<file path="config.mk">
export PLATFORM = sky130hd
export DESIGN_NAME = mo_mul_sched
export DESIGN_NICKNAME = d
export VERILOG_FILES = /design/src/rtl/mo_mul_sched.sv
export SDC_FILE = /design/constraint.sdc
export NUM_CORES = 1
export LEC_CHECK = 0
export CORE_AREA = 2 2 63 65
export DETAILED_ROUTE_END_ITERATION = 6
export DIE_AREA = 0 0 65 67
export DONT_BUFFER_PORTS = 1
export PLACE_DENSITY = 0.63
export SYNTH_ARGS = -nofsm -noshare
export SYNTH_HDL_FRONTEND = slang
export SYNTH_SLANG_ARGS = --single-unit
export TNS_END_PERCENT = 10
</file>
<file path="constraint.sdc">
create_clock -name clk -period 2.2 [get_ports clk]
set_clock_uncertainty 0.05 [all_clocks]
set_input_delay 0.11 -clock clk [delete_from_list [all_inputs] [get_ports clk]]
set_output_delay 0.11 -clock clk [all_outputs]
set_load 0.02 [all_outputs]
</file>
<file path="src/rtl/mo_mul_sched.sv">
// Round-robin front end for one shared fixed-latency modular multiplier.
// Each issued operation is tagged with its requester so the result can be routed back MUL_LAT cycles later.
package ntt_pkg;
   parameter int DATA_WIDTH = 12;
endpackage

module mo_mul_sched
   import ntt_pkg::*;
#(
   parameter int N_REQ   = 4,
   parameter int MUL_LAT = 4
) (
   input  logic                          clk,
   input  logic                          rst_n,
   input  logic                          flush,
   input  logic [N_REQ-1:0]              req_valid,
   input  logic [N_REQ*DATA_WIDTH-1:0]   req_a,
   input  logic [N_REQ*DATA_WIDTH-1:0]   req_b,
   output logic [N_REQ-1:0]              req_ready,
   output logic [DATA_WIDTH-1:0]         mul_a,
   output logic [DATA_WIDTH-1:0]         mul_b,
   output logic                          mul_issue,
   input  logic [DATA_WIDTH-1:0]         mul_result,
   output logic [N_REQ-1:0]              rsp_valid,
   output logic [DATA_WIDTH-1:0]         rsp_data,
   output logic                          busy
);

   localparam int PW = (N_REQ > 1) ? $clog2(N_REQ) : 1;

   logic [PW-1:0]              rr_ptr_q, rr_ptr_d;
   logic [PW-1:0]              grant;
   logic [PW-1:0]              idx;
   logic                       found;
   logic                       transfer;
   logic [MUL_LAT-1:0]         vld_q, vld_d;
   logic [MUL_LAT-1:0][PW-1:0] id_q, id_d;

   // Search downward so the candidate closest to rr_ptr is the last one written.
   always_comb begin
      found = 1'b0;
      grant = '0;
      idx   = '0;
      for (int k = N_REQ - 1; k >= 0; k--) begin
         idx = PW'((int'(rr_ptr_q) + k) % N_REQ);
         if (req_valid[idx]) begin
            found = 1'b1;
            grant = idx;
         end
      end
   end

   assign transfer  = found && !flush;
   assign mul_issue = transfer;
   assign req_ready = transfer ? (N_REQ'(1) << grant) : '0;
   assign mul_a     = transfer ? req_a[int'(grant)*DATA_WIDTH +: DATA_WIDTH] : '0;
   assign mul_b     = transfer ? req_b[int'(grant)*DATA_WIDTH +: DATA_WIDTH] : '0;

   always_comb begin
      rr_ptr_d = rr_ptr_q;
      vld_d    = '0;
      id_d     = id_q;
      if (flush) begin
         rr_ptr_d = '0;
      end else begin
         if (transfer) begin
            rr_ptr_d = (grant == PW'(N_REQ - 1)) ? '0 : grant + PW'(1);
         end
         vld_d[0] = transfer;
         for (int i = MUL_LAT - 1; i > 0; i--) begin
            vld_d[i] = vld_q[i-1];
         end
      end
      id_d[0] = grant;
      for (int i = MUL_LAT - 1; i > 0; i--) begin
         id_d[i] = id_q[i-1];
      end
   end

   always_ff @(posedge clk or negedge rst_n) begin
      if (!rst_n) begin
         rr_ptr_q <= '0;
         vld_q    <= '0;
         id_q     <= '0;
      end else begin
         rr_ptr_q <= rr_ptr_d;
         vld_q    <= vld_d;
         id_q     <= id_d;
      end
   end

   // Oldest tag stage lines up with the multiplier output.
   for (genvar gi = 0; gi < N_REQ; gi++) begin : g_rsp
      assign rsp_valid[gi] = vld_q[MUL_LAT-1] && (id_q[MUL_LAT-1] == PW'(gi));
   end

   assign rsp_data = mul_result;
   assign busy     = |vld_q;

endmodule

</file>
# [Word level (Yosys, flattened, before mapping)]
# Cells that the tools add are included.
[word_totals] register_bits=14 out_inout_bits=46
[op_classes] n_addsub=4 multipliers=1 n_lt_le_gt_ge=4 n_eq_ne=4 n_shift=3 mux=23 reduce_logical=9
[ops] cell="48-bit by 32-bit variable part select with 12-bit output" count=1
[ops] cell="48-bit by 7-bit variable part select with 12-bit output" count=1
[ops] cell="12-bit 2-to-1 mux" count=2
[ops] cell="2-bit 2-to-1 mux" count=7
[ops] cell="2-bit by 3-bit < comparator with 1-bit output (second input constant)" count=4
[ops] cell="1-bit binary-select mux with 2-bit select" count=4
[ops] cell="1-bit 2-to-1 mux" count=8
[ops] cell="4-bit 2-to-1 mux" count=2
[ops] cell="2-bit equality test (second input constant)" count=3
[ops] cell="1-bit logical AND" count=5
[ops] cell="2-bit by 1-bit adder with 2-bit output (second input constant)" count=2
[ops] cell="2-bit adder (second input constant)" count=2
[ops] cell="2-bit by 2-bit multiplier with 4-bit output (second input constant)" count=1
[ops] cell="4-bit OR reduction" count=1
[ops] cell="1-bit by 2-bit << shifter with 4-bit output (first input constant)" count=1
[ops] cell="2-bit by 1-bit equality test with 1-bit output (second input constant)" count=1
[ops] cell="2-bit logical NOT" count=1
[ops] cell="2-bit nonzero test" count=1
[ops] cell="1-bit logical NOT" count=1

# [Longest topological paths before layout]
# Gate-level depths: netlist of run 1.
[logic_depth] word_depth=11 depth_mapped=8 depth_no_buf=6

# [Worst setup path after synthesis of run 1]
# Ideal clock, no wire load.
[synth_timing] kind="register to output" startpoint="register rr_ptr_q[1]" endpoint="output port mul_b[4]" t_arrival_ps=1587 required_time_ps=2040 path_slack_ps=453 stages_incl_launch_ff=7 path_buffers=1 path_cell_list="dfrtp_1 -> a21boi_0 -> o32a_2 -> clkinv_2 -> nand2_2 -> buf_6 -> o22ai_1"
[synth_between] elab_chain_len=10 elab_cells_between_ends=23 cone_classes="add/sub: 3; mul: 1; shift: 1; mux: 17; reduce/logical: 1"
[synth_rtl] item="from (decl)" line_no="31" rtl="logic [PW-1:0] rr_ptr_q, rr_ptr_d;"
[synth_rtl] item="from (signal assigned)" line_no="86" rtl="rr_ptr_q <= rr_ptr_d;"
[synth_rtl] item="2-bit adder" line_no="45" rtl="idx = PW'((int'(rr_ptr_q) + k) % N_REQ);"
[synth_rtl] item="1-bit binary-select mux with 2-bit select" line_no="46" rtl="if (req_valid[idx]) begin"
[synth_rtl] item="1-bit 2-to-1 mux (not written as such)" line_no="46"
[synth_rtl] item="2-bit 2-to-1 mux (3 in a row)" line_no="46"
[synth_rtl] item="2-bit 2-to-1 mux (*)" line_no="46"
[synth_rtl] item="via grant[1]" line_no="32" rtl="logic [PW-1:0] grant;"
[synth_rtl] item="2-bit by 2-bit multiplier with 4-bit output (*)" line_no="57" rtl="assign mul_b = transfer ? req_b[int'(grant)*DATA_WIDTH +: DATA_WIDTH] : '0;"
[synth_rtl] item="48-bit by 7-bit variable part select with 12-bit output (*)" line_no="57"
[synth_rtl] item="12-bit 2-to-1 mux (*)" line_no="57"
[synth_rtl] item="to (decl)" line_no="21" rtl="output logic [DATA_WIDTH-1:0] mul_b,"
# The timed path passes the listed nets; every way through them passes the cells marked *. The select of a mux whose other input is x is not followed.

# [Final worst setup path of run 1]
[layout_timing] startpoint="register rr_ptr_q[1]" endpoint="output port mul_a[7]"
[layout_between] elab_chain_len=10 elab_cells_between_ends=23 cone_classes="add/sub: 3; mul: 1; shift: 1; mux: 17; reduce/logical: 1"
[layout_rtl] item="2-bit adder" line_no="45"
[layout_rtl] item="1-bit binary-select mux with 2-bit select" line_no="46"
[layout_rtl] item="1-bit 2-to-1 mux (not written as such)" line_no="46"
[layout_rtl] item="2-bit 2-to-1 mux (4 in a row)" line_no="46"
[layout_rtl] item="2-bit by 2-bit multiplier with 4-bit output" line_no="56" rtl="assign mul_a = transfer ? req_a[int'(grant)*DATA_WIDTH +: DATA_WIDTH] : '0;"
[layout_rtl] item="48-bit by 32-bit variable part select with 12-bit output" line_no="56"
[layout_rtl] item="12-bit 2-to-1 mux (*)" line_no="56"
[layout_rtl] item="to (decl)" line_no="20" rtl="output logic [DATA_WIDTH-1:0] mul_a,"
# Every way passes the cells marked *; elsewhere a longest branch is shown, timed or not. The select of a mux whose other input is x is not followed.

==> reports/metrics.cfg, run 1 <==
[status]
status=finished clean

[synthesis]
ys_warn_count=0
syn_area_per_cell_um2=10.7
syn_nets=266
syn_inst=147
syn_area_um2=1570
ys_ff_latch=14
ys_seq_area_share_pct=22.3
synthDistinctLibCells=28

[hold_path]
hp-class=in -> reg
hold_start=req_valid[3]

[finish]
utilization_pct=56.5
syn_to_final_growth_pct=29.8
fin_nets=277
drive_gt1_share_pct=45.9
instances_no_fill=205
antenna_cells=0

[worst_setup_path]
cp_num_buf_inv=3
worstSetupPathType=reg -> out
regToRegStartpoint=rr_ptr_q[1]
cpLargestDelayFamily=buffers and inverters
cpPeakStageDelay_ns=0.44
critPathMaxFanout=6
worstPathCellList=nand2b_4 > a311oi_4 > buf_6 > buf_4 > clkbuf_16 > mux2i_2 > o22ai_4
critPathSlowestCell=dfrtp_2
end_kind=output pin
crit_path_start_kind=flop
critical_path_required_ns=2.04
worst_ep_arrival_time_ns=2.03
startpoint=rr_ptr_q[1]

[placed_design]
gp_congestion=0.679
io_buffers=0
dp.final_hpwl_um=3120
placed_cells=186

[timing]
finalHoldViolations=0
relSlewSlack_pct=54.4
setup_violations=0
slew_viol_final=0
rsz0062_at_grt=true
fin_crit_ns=2.19
fin_crit_sh_pct=99.3
fmax_mhz=458
worst_slew_pin_slew_ns=0.683
setup_tns_ns=0

[clock_network]
clkTransAtPathRegs_ns=0.06
clk_path_buf_depth=2
clkSinkCount=14
cts_buffers=3
clock-root-buffer=clkbuf_8
h-tree-depth=1
cts_tree=built
clock_latency_ns=0.24

[power_and_ir_drop]
report.power.total_mw=1.44
leakage_nw=0.825
power_density_nw_per_um2=706
ir_drop_mv=0.258

[die]
io_pins=161
fp.dieArea_um2=4360
start_util_pct=43.5
fp.dieH_um=67
rows=22
coreArea_um2=3610
die_w_um=65

[run]
cap_violations=0

[detailed_routing]
highest_layer=met4
wl_met2_um=2510
remaining_drc_errors=0
first_pass_iters=5
vias_per_cell=6.07
ant_nets=0
initialDrtViolationCount=41
wl_met3_um=263
wl_per_cell_um=22.4
m1WireLength_um=1780
vias=1245
routed_wl_um=4600

[global_route]
grt.total_usage_pct=17.5
grt_max_degree=26
first_global_vias=1144
grt_antenna_before_repair=0
grt_pass1_wl_um=5780
grt-ovfl-total=0

-- synth_stat cells --
library cell / count / area (um2)
o32a_2: 1 / 11.3
nor4_2: 1 / 12.5
a311oi_2: 1 / 15.0
buf_12: 3 / 60.1
ha_1: 4 / 50.1
and2_1: 4 / 25.0
a21oi_1: 1 / 5.00
a21boi_0: 1 / 7.51
inv_1: 2 / 7.51
nor2_1: 5 / 18.8
dfrtp_1: 14 / 350
nor2b_1: 4 / 25.0
and3_1: 1 / 6.26
buf_8: 2 / 30.0
and3b_1: 1 / 8.76
nand2_1: 3 / 11.3
mux2i_1: 49 / 490
nand2_2: 2 / 12.5
nor2_2: 1 / 6.26
o22ai_2: 14 / 175
o22ai_1: 10 / 62.6
clkinv_2: 1 / 5.00
or4_1: 1 / 7.51
nor3_1: 1 / 5.00
buf_4: 14 / 105
nand2b_1: 2 / 12.5
buf_6: 3 / 33.8
nor3b_1: 1 / 7.51
-- final cells by class --
type,count,area (um2)
Sequential cell,14,352
Inverter,3,12.5
Tap cell,48,60.1
Fill cell,295,1570
Multi-Input combinational cell,108,1210
Timing Repair Buffer,28,348
Clock buffer,4,55.1
-- power breakdown --
group          internal, mW  switching (mW)  leakage (nW)
clock network         0.158          0.0850        0.0288
registers             0.295          0.0228         0.175
logic                 0.428           0.449         0.621
total                 0.881           0.556         0.825
-- registers in the layout (all words and copies together), names as in the netlist --
name and cells:
id_q 2, vld_q 4, id_d 6, rr_ptr_q 2
-- routing by layer --
layer / vias up / GRT usage, %
li1: 556 / -
met1: 604 / 22.1
met2: 79 / 30.9
met3: 6 / 2.20
met4: 0 / 5.59
met5: - / 0
-- repair_timing --
item / in CTS / in global routing
hold buffers: 7 / 0
setup buffers: 2 / 2
gates resized for setup: 3 / 44
pin swaps: 1 / 10
hold endpoints to repair: 20 / 0
cloned: 1 / 4
setup endpoints to repair: 26 / 29
-- cells by family after synthesis --
logic type	share of synthesized area, %
buf+inv	15.4
compound gates	17.6
fa+ha+maj	3.19
flops	22.3
mux	31.3
simple gates	10.1
-- final timing paths --
kind	to	slack (ns)	depth (start not counted)
worst max-delay path	mul_a[7]	0.01	7
worst min-delay path	id_d[3]	0.07	1
worst max register to register	rr_ptr_q[0]	0.18	5
worst min register to register	id_q[7]	0.30	0
max in group asynchronous	rr_ptr_q[1]	1.41	1
min in group asynchronous	id_q[7]	0.27	1
-- cell usage in the layout, fill, tap and decap left out, types with 2 or more instances in the layout --
cell / count
clkbuf_16: 3
dlygate4sd3_1: 7
nand2_1: 2
buf_4: 8
o22ai_4: 2
inv_1: 2
and2_1: 4
mux2i_4: 9
o22ai_2: 17
ha_1: 4
buf_6: 6
clkbuf_8: 4
dfrtp_1: 13
nor2_1: 5
mux2i_2: 8
buf_12: 3
o22ai_1: 5
mux2i_1: 32
nor2b_1: 4
-- through the flow --
| step | setup slack (ns) | hold WS, ns | cell area [um2] |
|---|---|---|---|
| 6_report | 0.0147 | 0.0742 | 2040 |
| 3_5_place_dp | 0.102 | -0.235 | 1550 |
| 3_3_place_gp | 0.196 | -0.235 | 1550 |
| 4_1_cts | -0.00283 | 0.0517 | 1740 |
| 5_1_grt | -0.0765 | 0.0758 | 2040 |
| 2_1_floorplan | 0.453 | -0.236 | 1570 |
(Power assumes the default switching activity.)
==> inputs of run 2 (changes only) <==
--- a/config.mk
+++ b/config.mk
@@ -10,6 +10,7 @@
 export DIE_AREA = 0 0 65 67
 export DONT_BUFFER_PORTS = 1
 export PLACE_DENSITY = 0.63
+export SETUP_SLACK_MARGIN = 0.5
 export SYNTH_ARGS = -nofsm -noshare
 export SYNTH_HDL_FRONTEND = slang
 export SYNTH_SLANG_ARGS = --single-unit
==> run 2 against run 1 <==
  * Clock power barely moved
  * Die area stayed put
  * First-iteration DRC count is 7.3% lower
  * Flip-flop and latch count unchanged
==> reports/metrics.cfg, run 2 (synthesis gave the netlist of run 1 again) <==
[worst_setup_path]
critical_path_required_ns=2.04  ; about the same
worst_ep_arrival_time_ns=1.97  ; -0.06 ns
end_kind=output pin
worstSetupPathType=reg -> out
cpPeakStageDelay_ns=0.44  ; about the same
cpLargestDelayFamily=compound AO/OA/AOI/OAI gates
worstPathCellList=nand2_2 > nor2_2 > a311oi_4 > buf_6 > bufbuf_16 > mux2i_2 > o22ai_2
critPathSlowestCell=dfrtp_2
critPathMaxFanout=12  ; +6
cp_num_buf_inv=2  ; -1
crit_path_start_kind=flop

[status]
status=finished clean

[timing]
setup_violations=0  ; unchanged
fin_crit_ns=2.13  ; -0.0539 ns
relSlewSlack_pct=54.4  ; about the same
finalHoldViolations=0  ; unchanged
worst_slew_pin_slew_ns=0.683  ; +0.0000182 ns
slew_viol_final=0  ; unchanged
fin_crit_sh_pct=96.9  ; -2.5 points
rsz0062_at_grt=true
fmax_mhz=469  ; +2.5%

[placed_design]
io_buffers=0  ; unchanged
gp_congestion=0.679  ; unchanged
dp.final_hpwl_um=3120  ; unchanged
place_area_um2=1550  ; unchanged

[global_route]
grt_pass1_wl_um=5840  ; +0.95%
grt.total_usage_pct=17.7  ; +0.16 points
first_global_vias=1172  ; +2.4%
grt-ovfl-total=0  ; unchanged
grt_max_degree=25  ; -3.8%
grt_antenna_before_repair=0  ; unchanged

[detailed_routing]
initialDrtViolationCount=38  ; -7.3%
routed_wl_um=4340  ; -5.6%
remaining_drc_errors=0  ; unchanged
vias=1179  ; -5.3%
wl_per_cell_um=21.3  ; -5.1%
first_pass_iters=4  ; -1
ant_nets=0  ; unchanged
vias_per_cell=5.78  ; -4.8%

[finish]
fin_nets=276  ; -0.36%
drive_gt1_share_pct=42.3  ; -3.6 points
antenna_cells=0  ; unchanged
syn_to_final_growth_pct=23.1
mostFrequentLayoutCells=38 x mux2i_1, 15 x o22ai_2, 13 x dfrtp_1, 13 x buf_4, 9 x o22ai_1
fin_area_um2=1930  ; -5.2%
fillers=320  ; +8.5%
final_common_cell=mux2i_1
largest_reg_flops=6  ; unchanged

[clock_network]
clkSinkCount=14  ; unchanged
clk_path_buf_depth=2  ; unchanged
cts_buffers=3  ; unchanged
clock_latency_ns=0.24  ; about the same
h-tree-depth=1  ; unchanged
clock-root-buffer=clkbuf_8
clkTransAtPathRegs_ns=0.05  ; about the same
cts_tree=built

[die]
die_w_um=65  ; unchanged
fp.dieH_um=67  ; unchanged
rows=22  ; unchanged
start_util_pct=43.5  ; unchanged
coreArea_um2=3610  ; unchanged
fp.dieArea_um2=4360  ; unchanged
io_pins=161  ; unchanged

[power_and_ir_drop]
power_density_nw_per_um2=712  ; +0.90%
report.power.total_mw=1.38  ; -4.3%
ir_drop_mv=0.258  ; +0.19%
leakage_nw=0.818  ; -0.83%

[run]
cap_violations=0  ; unchanged

[hold_path]
hp-class=in -> reg

-- run 2: path summary, 6_finish.rpt --
path,from,to,slack (ns),cells past startpoint
max in group asynchronous,rst_n,rr_ptr_q[1],1.41,1
min reg2reg,id_d[7],id_q[7],0.30,0
max reg2reg,rr_ptr_q[1],rr_ptr_q[1],0.35,8
min,req_valid[3],id_d[3],0.08,1
min in group asynchronous,rst_n,id_q[7],0.27,1
max,rr_ptr_q[1],mul_a[6],0.07,7
-- run 2: stage by stage --
stage	util, %	cells	TNS (ns)	setup WS, ns	hold WS, ns
after detailed placement	42.9	186	0	0.102	-0.235
final	53.5	204	0	0.0686	0.0787
after floorplan	-	147	0	0.453	-0.236
after global placement	42.9	186	0	0.196	-0.235
after global routing	53.5	204	-0.147	-0.0434	0.0758
after CTS	49.4	200	0	0.0564	0.0517
-- run 2: area by class of cell --
type	count	area (um2)	share of cell area [%]
Clock buffer	4	55.1	2.85
Inverter	3	12.5	0.648
Multi-Input combinational cell	108	1130	58.3
Sequential cell	14	352	18.2
Tap cell	48	60.1	3.11
Timing Repair Buffer	27	325	16.9
-- run 2: power by group --
group	leakage, nW	switching [mW]	internal [mW]	total (mW)
sequential	0.175	0.0225	0.295	0.317
combinational	0.614	0.418	0.399	0.816
clock	0.0288	0.0836	0.158	0.242
total	0.818	0.524	0.852	1.38
-- run 2: timing repair --
item / in CTS / in global routing
endpoints found under the hold margin: 20 / 0
gates resized for setup: 9 / 23
endpoints found under the setup margin: 29 / 29
buffers inserted: 2 / 3
pin swaps: 1 / 6
cloned: 2 / 1
hold buffers: 6 / 0
-- run 2: worst reg2reg max path: cells and delay by family, from the launching register on --
family                     cells  cell delay [ns]
adders and majority gates      1             0.31
buffers and inverters          2             0.32
muxes                          1             0.15
DFF                            1             0.44
AOI/OAI and AO/OA              2             0.24
and+or+nand+nor                2             0.22
-- run 2: layer usage --
metal	vias to the layer above	GRT usage [%]	part of all wire, %
li1	554	-	-
met1	558	22.7	39
met2	65	30.7	55
met3	2	2.20	5.7
met4	0	5.59	0.62
met5	-	0	0
==> inputs of run 3 (changes only) <==
--- a/config.mk
+++ b/config.mk
@@ -5,11 +5,13 @@
 export SDC_FILE = /design/constraint.sdc
 export NUM_CORES = 1
 export LEC_CHECK = 0
-export CORE_AREA = 2 2 63 65
+export CORE_ASPECT_RATIO = 0.9
+export CORE_MARGIN = 2
+export CORE_UTILIZATION = 30
+export CTS_CLUSTER_SIZE = 16
 export DETAILED_ROUTE_END_ITERATION = 6
-export DIE_AREA = 0 0 65 67
 export DONT_BUFFER_PORTS = 1
-export PLACE_DENSITY = 0.63
+export PLACE_DENSITY = 0.5
 export SETUP_SLACK_MARGIN = 0.5
 export SYNTH_ARGS = -nofsm -noshare
 export SYNTH_HDL_FRONTEND = slang
==> run 3 against run 2 <==
  * Critical endpoint is now mul_a[10]
  * Design area grew 12%
  * Combinational power increased by 19%
  * Maximum frequency fell by 1.3%
  * Cell count up 7.8%
  * Largest power group unchanged
==> reports/metrics.cfg, run 3 (synthesis gave the netlist of run 1 again) <==
[die]
fp.dieH_um=72.6  ; +8.3%
coreArea_um2=4950  ; +37%
start_util_pct=31.6  ; -12 points
die_w_um=80.2  ; +23%
fp.dieArea_um2=5820  ; +34%
rows=24  ; +9.1%
io_pins=161  ; unchanged

[clock_network]
cts_buffers=3  ; unchanged
clkSinkCount=14  ; unchanged
h-tree-depth=1  ; unchanged
clkTransAtPathRegs_ns=0.05  ; about the same
clk_path_buf_depth=2  ; unchanged
clock-root-buffer=clkbuf_8
clock_latency_ns=0.24  ; about the same
cts_tree=built

[global_route]
first_global_vias=1186  ; +1.2%
grt_max_degree=25  ; unchanged
grt.total_usage_pct=14.2  ; -3.5 points
grt_antenna_before_repair=0  ; unchanged
grt_pass1_wl_um=6330  ; +8.4%
grt-ovfl-total=0  ; unchanged

[detailed_routing]
routed_wl_um=4960  ; +14%
vias=1227  ; +4.1%
ant_nets=0  ; unchanged
first_pass_iters=4  ; unchanged
wl_per_cell_um=22.5  ; +5.9%
remaining_drc_errors=0  ; unchanged
initialDrtViolationCount=51  ; +34%
vias_per_cell=5.58  ; -3.5%

[finish]
antenna_cells=0  ; unchanged
mostFrequentLayoutCells=28 x mux2i_1, 14 x mux2i_4, 13 x dfrtp_1
syn_to_final_growth_pct=37.4
fin_nets=276  ; unchanged
drive_gt1_share_pct=50.3  ; +8.0 points
utilization_pct=43.5  ; -10 points
final_common_cell=mux2i_1
largest_reg_flops=6  ; unchanged

[hold_path]
hp-class=in -> reg
hold_depth=1  ; unchanged
hold_start=req_valid[3]
hold_end=id_d[3]

[worst_setup_path]
crit_path_start_kind=flop
cpLargestDelayFamily=compound AO/OA/AOI/OAI gates
worstPathCellList=nand2b_4 > a21oi_4 > a311oi_4 > buf_6 > buf_12 > buf_16 > mux2i_4 > o22ai_4
r2r-end=rr_ptr_q[1]
critPathSlowestCell=dfrtp_2
worstSetupPathType=reg -> out
critPathMaxFanout=8  ; -4
regToRegStartpoint=rr_ptr_q[1]
cpPeakStageDelay_ns=0.40  ; -0.04 ns
critical_path_required_ns=2.04  ; about the same
r2r_setup_slack_ns=0.41  ; +0.06 ns
end_kind=output pin
worst_ep_arrival_time_ns=2.00  ; +0.03 ns
r2r_cells=8  ; unchanged
cp_num_buf_inv=3  ; +1

[timing]
fin_crit_ns=2.16  ; +0.0275 ns
finalHoldViolations=0  ; unchanged
rsz0062_at_grt=true
fmax_mhz=463  ; -1.3%
setup_violations=0  ; unchanged
fin_crit_sh_pct=98.1  ; +1.2 points
slew_viol_final=0  ; unchanged
relSlewSlack_pct=55.6  ; +1.2 points
worst_slew_pin_slew_ns=0.665  ; -0.0178 ns
worst_slack_ns=0.0411  ; -0.0275 ns

[power_and_ir_drop]
ir_drop_mv=0.264  ; +2.4%
power_density_nw_per_um2=688  ; -3.3%
report.power.total_mw=1.48  ; +7.9%
leakage_nw=0.820  ; +0.23%

[placed_design]
io_buffers=0  ; unchanged
dp_slack_ns=0.0906  ; -0.0118 ns
dp.final_hpwl_um=3420  ; +9.5%
gp_congestion=0.727  ; +7.0%

[run]
cap_violations=0  ; unchanged

[status]
status=finished clean

==> run 3: repair_timing <==
| item | in CTS | in global routing |
|---|---|---|
| buffers inserted | 5 | 1 |
| cloned | 2 | 3 |
| hold buffers | 3 | 0 |
| endpoints found under the setup margin | 29 | 29 |
| pin swaps | 3 | 19 |
| resized for setup | 25 | 41 |
| endpoints found under the hold margin | 20 | 0 |
==> run 3: worst max-delay path by stage <==
stage / end / depth (start not counted) / from
5_1_grt: mul_a[2] / 8 / rr_ptr_q[1]
6_report: mul_a[10] / 8 / rr_ptr_q[1]
3_3_place_gp: mul_b[11] / 6 / rr_ptr_q[1]
4_1_cts: mul_b[10] / 8 / rr_ptr_q[1]
2_1_floorplan: mul_b[4] / 6 / rr_ptr_q[1]
3_5_place_dp: mul_b[11] / 6 / rr_ptr_q[1]
==> run 3: layout make-up <==
class                      count  area [um2]
fill                         463        2800
inverter                       3        12.5
clock buffer                   3        41.3
multi-input combinational    108        1300
sequential                    14         352
tap                           65        81.3
timing repair buffer          27         372
==> run 3: where the power goes <==
group,switching (mW),total (mW),internal (mW)
Sequential,0.0212,0.316,0.295
Combinational,0.473,0.969,0.497
Clock,0.0772,0.198,0.120
==> run 3: stage by stage <==
stage	hold WS, ns	std cells	TNS (ns)	instance area [um2]
6_report	0.0869	220	0	2150
5_1_grt	0.0873	220	-0.412	2150
4_1_cts	0.0465	216	0	1840
3_5_place_dp	-0.235	203	0	1550
3_3_place_gp	-0.235	203	0	1550
2_1_floorplan	-0.236	147	0	1570
==> run 3: metal layers <==
layer / track usage [%] / up-vias / part of all wire, %
li1: - / 559 / -
met1: 17.0 / 587 / 37
met3: 5.45 / 2 / 9.5
met4: 2.26 / 0 / 0.24
met5: 0 / - / 0
met2: 24.5 / 79 / 53
==> run 3: worst reg2reg max path: stages (launching register included) <==
cell and delay, ns:
dfrtp_2 0.40, nand2b_4 0.14, a21oi_4 0.05, a311oi_4 0.31
buf_6 0.19, buf_16 0.15, ha_4 0.19, mux2i_1 0.12
nor2_1 0.07
